==> config.mk <==
export PLATFORM = sky130hd
export DESIGN_NAME = mem_bus_arbiter
export DESIGN_NICKNAME = d
export VERILOG_FILES = /design/src/rtl/mem_bus_arbiter.sv
export SDC_FILE = /design/constraint.sdc
export NUM_CORES = 1
export LEC_CHECK = 0
export ABC_CLOCK_PERIOD_IN_PS = 1600
export BUFFER_PORTS_ARGS = -buffer_cell sky130_fd_sc_hd__buf_2
export CORE_AREA = 2 2 289 291
export CTS_BUF_LIST = sky130_fd_sc_hd__clkbuf_4 sky130_fd_sc_hd__clkbuf_8
export CTS_CLUSTER_SIZE = 20
export DETAILED_ROUTE_END_ITERATION = 6
export DIE_AREA = 0 0 291 293
export PLACE_DENSITY = 0.37
export SYNTH_ARGS = -nofsm -noshare
export SYNTH_HDL_FRONTEND = slang
export SYNTH_SLANG_ARGS = --single-unit
export TNS_END_PERCENT = 5
==> constraint.sdc <==
create_clock -name CLK -period 1.6 [get_ports CLK]
set_input_delay 0.08 -clock CLK [delete_from_list [all_inputs] [get_ports CLK]]
set_output_delay 0.08 -clock CLK [all_outputs]
set_load 0.01 [all_outputs]
==> src/rtl/mem_bus_arbiter.sv <==
// Arbitrates instruction-cache fills and data-cache fills/write-backs onto one memory port.
// Optional macro ARB_ROUND_ROBIN_EN: alternate grants on contention (default: data side always wins).
module mem_bus_arbiter #(
    parameter int ADDR_W = 28,
    parameter int DATA_W = 128
) (
    input  logic              CLK,
    input  logic              RESET,
    input  logic              I_READ,
    input  logic [ADDR_W-1:0] I_ADDR,
    output logic [DATA_W-1:0] I_READDATA,
    output logic              I_BUSYWAIT,
    input  logic              D_READ,
    input  logic              D_WRITE,
    input  logic [ADDR_W-1:0] D_ADDR,
    input  logic [DATA_W-1:0] D_WRITEDATA,
    output logic [DATA_W-1:0] D_READDATA,
    output logic              D_BUSYWAIT,
    output logic              MEM_READ,
    output logic              MEM_WRITE,
    output logic [ADDR_W-1:0] MEM_ADDR,
    output logic [DATA_W-1:0] MEM_WRITEDATA,
    input  logic [DATA_W-1:0] MEM_READDATA,
    input  logic              MEM_BUSYWAIT
);
    typedef enum logic [1:0] {
        IDLE    = 2'd0,
        SERVE_I = 2'd1,
        SERVE_D = 2'd2,
        TURN    = 2'd3
    } state_t;

    state_t state;
    logic   started;
    logic   d_pend;
    logic   done;
    logic   grant_d;

    assign d_pend = D_READ | D_WRITE;
    // The first SERVE cycle never completes: memory has not yet seen the registered strobe.
    assign done   = ((state == SERVE_I) || (state == SERVE_D)) && started && !MEM_BUSYWAIT;

`ifdef ARB_ROUND_ROBIN_EN
    logic last_d;
    assign grant_d = d_pend && (!I_READ || !last_d);
`else
    assign grant_d = d_pend;
`endif

    assign I_BUSYWAIT = I_READ && !((state == SERVE_I) && done);
    assign D_BUSYWAIT = d_pend && !((state == SERVE_D) && done);
    assign I_READDATA = (state == SERVE_I) ? MEM_READDATA : '0;
    assign D_READDATA = (state == SERVE_D) ? MEM_READDATA : '0;

    always_ff @(posedge CLK) begin
        if (RESET) begin
            state         <= IDLE;
            started       <= 1'b0;
            MEM_READ      <= 1'b0;
            MEM_WRITE     <= 1'b0;
            MEM_ADDR      <= '0;
            MEM_WRITEDATA <= '0;
`ifdef ARB_ROUND_ROBIN_EN
            last_d        <= 1'b0;
`endif
        end else begin
            case (state)
                IDLE: begin
                    started <= 1'b0;
                    if (grant_d) begin
                        state         <= SERVE_D;
                        MEM_READ      <= D_READ;
                        MEM_WRITE     <= D_WRITE;
                        MEM_ADDR      <= D_ADDR;
                        MEM_WRITEDATA <= D_WRITEDATA;
`ifdef ARB_ROUND_ROBIN_EN
                        last_d        <= 1'b1;
`endif
                    end else if (I_READ) begin
                        state         <= SERVE_I;
                        MEM_READ      <= 1'b1;
                        MEM_WRITE     <= 1'b0;
                        MEM_ADDR      <= I_ADDR;
                        MEM_WRITEDATA <= '0;
`ifdef ARB_ROUND_ROBIN_EN
                        last_d        <= 1'b0;
`endif
                    end
                end
                SERVE_I, SERVE_D: begin
                    // A requester dropping its line mid-access does not abort memory.
                    started <= 1'b1;
                    if (done) begin
                        state     <= TURN;
                        started   <= 1'b0;
                        MEM_READ  <= 1'b0;
                        MEM_WRITE <= 1'b0;
                    end
                end
                default: begin
                    state <= IDLE;
                end
            endcase
        end
    end
endmodule
==> results of run 1 <==
==> area by class of cell <==
cell class | instances | share of cell area
clock inverter | 13 | 0.0117
inverter | 5 | 0.00117
clock buffer | 19 | 0.0160
multi-input combinational | 656 | 0.258
antenna | 6 | 0.000939
timing repair buffer | 984 | 0.426
sequential | 161 | 0.202
tap | 1070 | 0.0838
==> worst max-delay path, stage by stage (launching register included) <==
cell     delay (ps)
dfxtp_2         340
buf_6           120
ha_4            200
buf_12          150
buf_12          130
buf_16          140
and2_4          140
buf_6           110
==> metrics by stage <==
stage	setup slack [ps]	instances	hold WS (ps)	instance area [µm²]	utilization
after CTS	-489	2906	68.1	15800	0.194
after global placement	-12.6	2670	326	12800	0.156
final	-368	2914	163	16000	0.195
after global routing	-470	2912	156	16000	0.195
after detailed placement	-1.18	2670	337	12800	0.156
after floorplan	91.3	911	239	7570	-
==> cells in the mapped netlist (2+ instances only) <==
library cell	instances	area, µm²
a21oi_1	4	20.0
a22oi_1	129	968
a311oi_1	18	158
a311oi_2	10	150
and2_1	256	1600
buf_2	28	140
buf_4	5	37.5
clkbuf_1	54	203
dfxtp_1	161	3220
ha_1	4	50.1
inv_1	5	18.8
mux2i_1	2	20.0
nand2_1	30	113
nand2b_1	6	37.5
nor2_1	159	597
o21ai_0	28	140
==> worst min path at each step <==
stage                     slack, ps  cells after the start            start                              to
after global routing            160                      4           D_READ       MEM_ADDR[25]$_SDFFE_PP0P_
after detailed placement        340                      3  D_WRITEDATA[51]  MEM_WRITEDATA[51]$_SDFFE_PP0P_
final                           160                      4           D_READ       MEM_ADDR[25]$_SDFFE_PP0P_
after global placement          330                      3  D_WRITEDATA[88]  MEM_WRITEDATA[88]$_SDFFE_PP0P_
after floorplan                 240                      2        I_ADDR[0]        MEM_ADDR[0]$_SDFFE_PP0P_
after CTS                        70                      4           D_READ       MEM_ADDR[25]$_SDFFE_PP0P_
==> layer usage <==
metal / track usage / share of wire / vias to the layer above
li1: - / - / 4893
met1: 0.133 / 0.39 / 4828
met2: 0.223 / 0.52 / 493
met3: 0.0352 / 0.063 / 106
met4: 0.0461 / 0.030 / 4
met5: 0 / 0.00048 / -
==> flip-flops by register name, summed over array words and instances, names as in the netlist <==
name           cells
state              2
MEM_READ           1
MEM_WRITE          1
started            1
MEM_ADDR          28
MEM_WRITEDATA    128
==> kinds of logic after synthesis <==
kind of cell | Yosys count | share of synthesized area
buffers and inverters | 94 | 0.0549
adder cells (fa/ha/maj) | 4 | 0.00662
AND/OR/NAND/NOR | 456 | 0.315
flip-flops | 161 | 0.426
AO/OA/AOI/OAI | 194 | 0.194
multiplexers | 2 | 0.00265
==> power groups by stage <==
stage / logic (µW) / clock network (µW) / registers [µW]
after floorplan: 4480 / 0 / 6270
after global placement: 9540 / 0 / 5770
after detailed placement: 9610 / 0 / 5770
after CTS: 11500 / 3680 / 5720
after global routing: 12500 / 3780 / 5850
final: 11500 / 3470 / 5720
==> repair_timing <==
item	4_1_cts	5_1_grt
pin swaps	2	1
gates cloned	7	3
hold buffers	188	0
endpoints found under the setup margin	320	390
gates resized for setup	130	18
hold endpoints to repair	161	0
setup buffers	9	0
==> flow_metrics.tcl, run 1 <==
set metrics [dict create \
    status "complete, but fails checks" \
    failing_checks "negative setup slack" \
    ff2ff_setup_slack_ps 0 \
    fillerInstances 9181 \
    layout_min_cycle_time_ps 1970 \
    drive_above_1_share 0.493 \
    hpwlAfterDp_um 43700 \
    tritoncts_clock_tree "yes" \
    timing.reg2reg.worst_path_depth 6 \
    power_uw 20700 \
    synth_seq_cells 161 \
    netlist-cell-type-count 28 \
    tightestPinTransition_ps 388 \
    multi_input_area_mm2 0.00413 \
    gp_congestion 0.856 \
    die_h_um 293 \
    grt_pass1_vias 10300 \
    grt_first_pass_wirelength_um 74500 \
    floorplan.die_area_mm2 0.0853 \
    power.combinational.fraction 0.556 \
    ios 734 \
    detailedRoute.firstIterationViolations 416 \
    worst_path_max_fanout 8 \
    ys_seq_area_frac 0.426 \
    placement.io_buffers 733 \
    final.period_utilization 1.23 \
    critPathArrivalTime_ps 1890 \
    postRouteAntennaNets 0 \
    crit-reg2reg-capture "MEM_ADDR[7]$_SDFFE_PP0P_" \
    final_nets 2147 \
    detailedRoute.firstPassIterationCount 5 \
    htreeDepth 4 \
    max_freq_mhz 508 \
    syn_avg_cell_area_um2 8.31 \
    postLayoutSetupSlackWorst_ps -368 \
    detailroute.via_count 10300 \
    rsz0062_at_grt "yes" \
    synthesis.area_mm2 0.00757 \
    finalSetupViolCount 259 \
    grt_max_degree 89 \
    drc 0 \
    timing.setup.tns_ps -75580 \
    maxCapViolations 0 \
    area_delta_synth_final_pct 111 \
    worst-endpoint-required_ps 1520 \
    synth-async-reset-ratio 0 \
    remaining_overflow_grt 0 \
    floorplan.rows 105 \
    synth.net_count 1233 \
    groute.usage.overall 0.122 \
    critical_path.reg2reg.startpoint "state[0]$_SDFFE_PP0P_" \
    power.internal_uw 12200 \
    power_switching_share 0.410 \
    critical_path_class "reg -> out" \
    powerDensity_mw_per_mm2 1300 \
    die_width_um 291 \
    clock-sinks 161 \
    synth-warning-count 0 \
    crit_path_start_kind "flip-flop" \
    hold_class "in -> reg" \
    layout.cells.most_common "buf_2" \
    final.setup_skew_ps 13.6 \
    post_synth_inst_count 911 \
    cts_inserted_buffers 17 \
    setup.worst_path.end "D_READDATA[19]" \
    power.switching_uw 8500 \
    initial_core_util 0.0924 \
    p_seq_frac 0.276 \
    antenna_violations_before_repair 40 \
    core_area_mm2 0.0818 \
    drt-total-wl_um 54600 \
    hold_viol 0 \
    leakage_uw 0.00788 \
    slew_headroom 0.741 \
    cp-end-kind "output pin" \
    clock_pin_slew_of_the_registers_on_the_worst_case_setup_and_hold_paths_ps 110 \
    clock_latency_ps 560 \
    worst_setup_path_startpoint "state[1]$_SDFFE_PP0P_" \
    avgRoutedWirePerCell_um 18.7 \
    detail_route.vias_per_cell 3.54 \
    final_max_slew_violation_count 0 \
    regArea_mm2 0.00322 \
    synth_top_flop_cell "dfxtp_1" \
    clockRootBuffer "clkbuf_8" \
    clockPowerShare 0.168 \
    ir_worst_vdd_mv 0.630 \
    layout_common_cells "buf_2, and2_1, dlygate4sd3_1, dfxtp_1, nor2_1" \
    number_of_enable_type_register_cells_in_the_synthesized_netlist 0 \
    cts-root-to-sink-buffers 2 \
]
Note: power is estimated with default switching activity, not from simulation.
==> run 2: changes to the inputs <==
ABC_CLOCK_PERIOD_IN_PS = 1670   (was 1600)
CELL_PAD_IN_SITES_DETAIL_PLACEMENT = 1   (was unset)
CELL_PAD_IN_SITES_GLOBAL_PLACEMENT = 1   (was unset)
CORE_AREA = 2 2 284 286   (was 2 2 289 291)
DIE_AREA = 0 0 286 288   (was 0 0 291 293)
PLACE_DENSITY = 0.48   (was 0.37)
clock period = 1.67 ns   (was 1.6 ns; I/O delays follow)
==> run 2 against run 1 <==
Net effect: the run still ends with negative setup slack left; clock skew up 4.0 ps; first-iteration DRC count down 12%; via count up 1.7%; cell area down 2.9%; cell count down 0.82%; global-route usage up 1.1 points; combinational power down 11%; largest cell class unchanged; sequential power down 3.8%; critical path depth unchanged; largest power group unchanged; worst setup slack better by 140 ps.
==> flow_metrics.tcl, run 2 (same netlist as run 1, synthesis figures left out) <==
set metrics [dict create \
    status "complete, but fails checks" \
    failing_checks "negative setup slack" \
    drt-total-wl_um 59000 \
    globalRoute.busiestLayer "met2" \
    cts_inserted_buffers 17 \
    core_area_mm2 0.0796 \
    power_uw 19100 \
    detailedRoute.firstPassIterationCount 5 \
    largest_register_ff_count 128 \
    cp_cell_sequence "inv_2, buf_6, ha_4, buf_12, clkbuf_16, and2_1, buf_2" \
    detailedRoute.firstIterationViolations 368 \
    worst_path_max_fanout 21 \
    slowest_stage "dfxtp_2" \
    critical_path_class "reg -> out" \
    initial_core_util 0.0950 \
    clock-sinks 161 \
    final_max_slew_violation_count 0 \
    grt_first_pass_wirelength_um 78800 \
    multi_input_area_mm2 0.00407 \
    postLayoutSetupSlackWorst_ps -232 \
    die_width_um 286 \
    detail_route.vias_per_cell 3.63 \
    worst-endpoint-required_ps 1590 \
    postRouteAntennaNets 0 \
    min_delay_path_depth 4 \
    remaining_overflow_grt 0 \
    groute.usage.overall 0.133 \
    floorplan.rows 104 \
    grt_max_degree 61 \
    grt_use_met1 0.143 \
    area_delta_synth_final_pct 105 \
    cts-root-to-sink-buffers 2 \
    final.setup_skew_ps 17.6 \
    clockRootBuffer "clkbuf_8" \
    gp_congestion 0.861 \
    top_register "MEM_WRITEDATA" \
    top_regs "MEM_WRITEDATA (128), MEM_ADDR (28), state (2)" \
    final_nets 2128 \
    cpLargestDelayFamily "buffers and inverters" \
    htreeDepth 4 \
    hold_viol 0 \
    crit_buf_inv 5 \
    layout.cell_area.non_filler_mm2 0.0155 \
    hpwlAfterDp_um 47000 \
    leakage_uw 0.00766 \
    crit_path_start_kind "flip-flop" \
    hold_class "in -> reg" \
    slew_headroom 0.616 \
    placement.io_buffers 733 \
    timing.reg2reg.worst_path_depth 7 \
    drc 0 \
    grtUsageMet2 0.249 \
    clock_pin_slew_of_the_registers_on_the_worst_case_setup_and_hold_paths_ps 110 \
    maxCapViolations 0 \
    powerDensity_mw_per_mm2 1230 \
    layout.cells.most_common "buf_2" \
    detailroute.via_count 10500 \
    grt_pass1_vias 10900 \
    final.period_utilization 1.14 \
    cp-end-kind "output pin" \
    rsz0062_at_grt "yes" \
    tightestPinTransition_ps 576 \
    fillerInstances 9659 \
    drive_above_1_share 0.476 \
    met3_usage_in_global_routing 0.0339 \
    timing.critical_path.depth 7 \
    critPathArrivalTime_ps 1820 \
    max_freq_mhz 526 \
    ios 734 \
    die_h_um 288 \
    regArea_mm2 0.00323 \
    floorplan.die_area_mm2 0.0824 \
    crit_path_max_incr_delay_ps 350 \
    finalSetupViolCount 258 \
    clock_latency_ps 520 \
    layout_min_cycle_time_ps 1900 \
    ir_worst_vdd_mv 0.517 \
    dpl-instance-area_mm2 0.0126 \
    antenna_violations_before_repair 45 \
    layout_common_cells "buf_2, and2_1, dlygate4sd3_1, dfxtp_1, nor2_1" \
    tritoncts_clock_tree "yes" \
    avgRoutedWirePerCell_um 20.4 \
]
## run 2: final timing paths
| path | from | to | slack (ps) |
|---|---|---|---|
| worst min register to register | started$_SDFFE_PP0P_ | started$_SDFFE_PP0P_ | 470 |
| worst max-delay path | state[1]$_SDFFE_PP0P_ | I_READDATA[46] | -230 |
| worst max register to register | state[0]$_SDFFE_PP0P_ | MEM_ADDR[0]$_SDFFE_PP0P_ | 70 |
| worst min-delay path | D_READ | MEM_ADDR[25]$_SDFFE_PP0P_ | 210 |
## run 2: routing by layer
layer  share of wire  vias to the layer above
met5          0.0012                        -
met4           0.032                       12
met3           0.058                      116
met1            0.38                     5043
met2            0.53                      473
li1                -                     4856
## run 2: area by class of cell
class / instances / area share
Clock buffer: 17 / 0.0151
Sequential cell: 161 / 0.208
Inverter: 5 / 0.00121
Multi-Input combinational cell: 656 / 0.262
Clock inverter: 15 / 0.0132
Tap cell: 1060 / 0.0855
Timing Repair Buffer: 965 / 0.413
Antenna cell: 11 / 0.00177
## run 2: worst reg2reg max path: stages (launching register included)
cell and delay, ps:
dfxtp_2 340, inv_2 60, ha_1 190, buf_6 130, nor2b_4 200, buf_12 220, nor2_1 80, a311oi_1 290
## run 2: what timing repair did
| item | 4_1_cts | 5_1_grt |
|---|---|---|
| hold buffers | 188 | 0 |
| endpoints found under the setup margin | 258 | 266 |
| buffers inserted | 3 | 2 |
| pin swaps | 1 | 3 |
| resized for setup | 71 | 47 |
| endpoints found under the hold margin | 159 | 0 |
| cloned | 2 | 4 |
## run 2: power by group
group,switching (µW),internal [µW]
Sequential,591,4910
Combinational,5700,4550
Clock,2000,1310
## run 2: per-stage QoR
step	worst slack, ps	hold slack (ps)	setup TNS [ps]	util	cells
after detailed placement	28.6	344	0	0.158	2650
final	-232	207	-35170	0.195	2890
after global placement	65.1	331	0	0.158	2650
after floorplan	161	242	0	-	911
after CTS	-356	120	-68360	0.191	2875
after global routing	-370	179	-72470	0.195	2888
==> run 3: changes to the inputs <==
ABC_AREA = 1   (was unset)
PLACE_DENSITY = 0.51   (was 0.48)
==> run 3 against run 2 <==
Net effect: the flow still finishes with violations (negative setup slack); combinational power rose by 14%; register-to-register slack barely moved; core utilization rose by 0.91 points; worst setup slack got worse by 36 ps; cell area rose by 4.7%; area after synthesis rose by 7.3%; non-clock buffer count rose by 13; sequential share of layout area fell by 0.93 points; worst hold slack got worse by 130 ps; clock skew rose by 16 ps; die area did not move; critical path depth rose by 1; highest routed layer unchanged.
==> flow_metrics.tcl, run 3 <==
set metrics [dict create \
    finalSetupViolCount 258 \
    floorplan.rows 104 \
    power.switching_uw 9340 \
    failing_checks "negative setup slack" \
    drc 0 \
    max_freq_mhz 516 \
    tritoncts_clock_tree "yes" \
    postLayoutSetupSlackWorst_ps -268 \
    ios 734 \
    gp_congestion 0.797 \
    grt_first_pass_wirelength_um 77100 \
    ys_seq_area_frac 0.397 \
    synth_adder_area_share 0.00617 \
    remaining_overflow_grt 0 \
    grt_max_degree 63 \
    synth-warning-count 0 \
    cpLargestDelayFamily "buffers and inverters" \
    status "complete, but fails checks" \
    cts_inserted_buffers 17 \
    synth.net_count 1691 \
    initial_core_util 0.102 \
    clock_latency_ps 540 \
    synth.area.mux_share 0 \
    crit_path_max_incr_delay_ps 350 \
    detailedRoute.firstPassIterationCount 4 \
    hold_class "in -> reg" \
    maxCapViolations 0 \
    slowest_stage "dfxtp_2" \
    htreeDepth 4 \
    floorplan.die_area_mm2 0.0824 \
    post-route-util 0.204 \
    place.detailed.instances 3128 \
    largest_register_ff_count 128 \
    worstHoldEndpoint "state[1]$_SDFFE_PP0P_" \
    power.internal_uw 10800 \
    synth-async-reset-ratio 0 \
    postRouteAntennaNets 0 \
    final_max_slew_violation_count 0 \
    groute.usage.overall 0.126 \
    clock_pin_slew_of_the_registers_on_the_worst_case_setup_and_hold_paths_ps 130 \
    crit_path_start_kind "flip-flop" \
    worst_path_max_fanout 16 \
    synth_simple_gate_area_share 0.316 \
    p_seq_frac 0.260 \
    final_nets 2602 \
    die_h_um 288 \
    area_delta_synth_final_pct 100 \
    antenna_violations_before_repair 43 \
    synth_top_flop_cell "dfxtp_1" \
    cts-root-to-sink-buffers 2 \
    number_of_standard_cells_in_the_layout_taps_in_and_fillers_out 3373 \
    post_synth_inst_count 1369 \
    number_of_enable_type_register_cells_in_the_synthesized_netlist 0 \
    syn_avg_cell_area_um2 5.93 \
    critical_path.reg2reg.startpoint "state[0]$_SDFFE_PP0P_" \
    netlist-cell-type-count 17 \
    synth_area_leaders "dfxtp_1, nand2_1, inv_1, a21oi_1, nor2_1" \
    layout.cells.most_common "buf_2" \
    synthesis.area_mm2 0.00812 \
    yosys.area.top_type "dfxtp_1" \
    layout_min_cycle_time_ps 1940 \
    core_area_mm2 0.0796 \
    clockPowerShare 0.163 \
    top_register "MEM_WRITEDATA" \
    power_switching_share 0.464 \
    detailroute.via_count 11700 \
    rsz0062_at_grt "yes" \
    min_delay_path_depth 7 \
    tightestPinTransition_ps 609 \
    detail_route.vias_per_cell 3.46 \
    power_uw 20100 \
    synth_xor_area_frac 0 \
    detailedRoute.firstIterationViolations 303 \
    avgRoutedWirePerCell_um 16.4 \
    critPathArrivalTime_ps 1850 \
    cp_cell_sequence "inv_2, buf_6, ha_4, buf_12, buf_6, nand2_1, inv_1, buf_2" \
    final.period_utilization 1.16 \
    worst-endpoint-required_ps 1590 \
    top_regs "MEM_WRITEDATA (128), MEM_ADDR (28), state (2)" \
    hold_viol 0 \
    ir_worst_vdd_mv 0.506 \
    yosysMostFrequentCell "nand2_1" \
    drt-total-wl_um 55200 \
    synth_top_family_by_area "simple AND/OR/NAND/NOR gates" \
    critical_path_class "reg -> out" \
    cpMostUsedCell "buf_6" \
    final.setup_skew_ps 33.9 \
    drive_above_1_share 0.370 \
    synth_seq_cells 161 \
    grt_pass1_vias 11700 \
    post_synth_top_cells "nand2_1, inv_1, dfxtp_1, a21oi_1, nor2_1" \
    die_width_um 286 \
    ff2ff_setup_slack_ps 80 \
    cp-end-kind "output pin" \
    crit-reg2reg-capture "MEM_WRITEDATA[62]$_SDFFE_PP0P_" \
    clockRootBuffer "clkbuf_8" \
    hpwlAfterDp_um 44400 \
    timing.reg2reg.worst_path_depth 8 \
    synth-compound-area-share 0.102 \
    power.combinational.fraction 0.577 \
    leakage_uw 0.00994 \
    slew_headroom 0.594 \
    clock-sinks 161 \
    share_of_yosys_cell_area_claimed_by_the_top_area_cell_type 0.397 \
    placement.io_buffers 733 \
    layout_common_cells "buf_2, nand2_1, inv_1, dlygate4sd3_1, dfxtp_1" \
    powerDensity_mw_per_mm2 1240 \
    crit_buf_inv 6 \
    holdCritStartpoint "D_READ" \
]
## run 3: per-layer routing
metal / share of wire / global-route usage / wire (µm) / vias to the layer above
li1: - / - / - / 5812
met1: 0.39 / 0.140 / 21600 / 5336
met2: 0.51 / 0.230 / 28000 / 414
met3: 0.082 / 0.0422 / 4510 / 76
met4: 0.017 / 0.0312 / 935 / 18
met5: 0.0020 / 0 / 111 / -
## run 3: power by group through the flow
| stage | logic, µW | clock network, µW | registers, µW |
|---|---|---|---|
| after floorplan | 4840 | 0 | 5710 |
| after global placement | 10600 | 0 | 5280 |
| after detailed placement | 10600 | 0 | 5300 |
| after CTS | 11400 | 3490 | 5230 |
| after global routing | 12800 | 3600 | 5350 |
| final | 11600 | 3270 | 5230 |
## run 3: worst reg2reg max path: stages, from the launching register on
cell and delay (ps):
dfxtp_2 350, inv_2 60, ha_1 240, o21ai_2 100
bufinv_8 240, buf_12 160, buf_12 140, nand2_1 80
a21oi_1 140
## run 3: final cells by class
type,count,area [µm²]
Fill cell,10000,63400
Timing Repair Buffer,978,6640
Multi-Input combinational cell,849,3510
Sequential cell,161,3230
Tap cell,1060,1330
Inverter,273,1040
Clock buffer,17,234
Clock inverter,15,209
Antenna cell,20,50.0
## run 3: cells by family after synthesis
group,after synthesis
DFF,161
and+or+nand+nor,681
AOI/OAI and AO/OA,164
buffers and inverters,359
adders and majority gates,4
## run 3: worst max path at each step
stage	from	to	depth (start not counted)
6_report	state[0]$_SDFFE_PP0P_	D_READDATA[109]	8
5_1_grt	state[0]$_SDFFE_PP0P_	I_READDATA[101]	7
4_1_cts	state[0]$_SDFFE_PP0P_	I_READDATA[23]	7
3_5_place_dp	state[0]$_SDFFE_PP0P_	MEM_WRITEDATA[49]$_SDFFE_PP0P_	8
3_3_place_gp	state[0]$_SDFFE_PP0P_	MEM_WRITEDATA[35]$_SDFFE_PP0P_	8
2_1_floorplan	state[0]$_SDFFE_PP0P_	MEM_ADDR[10]$_SDFFE_PP0P_	9
## run 3: stage by stage
step           setup slack [ps]  TNS (ps)  hold WS [ps]  instance area (µm²)
5_1_grt                    -411    -87460           112                16200
6_report                   -268    -51910          81.9                16200
3_5_place_dp               19.8         0           343                13300
2_1_floorplan               297         0           231                 8120
3_3_place_gp               71.6         0           339                13300
4_1_cts                    -391    -80700          51.1                15900
## run 3: repair_timing
item                       in CTS  in global routing
hold endpoints to repair      159                  0
pin swaps                       3                  0
gates resized for setup        60                 46
setup buffers                   1                  1
gates cloned                    1                  2
hold buffers                  188                  0
setup endpoints to repair     333                316
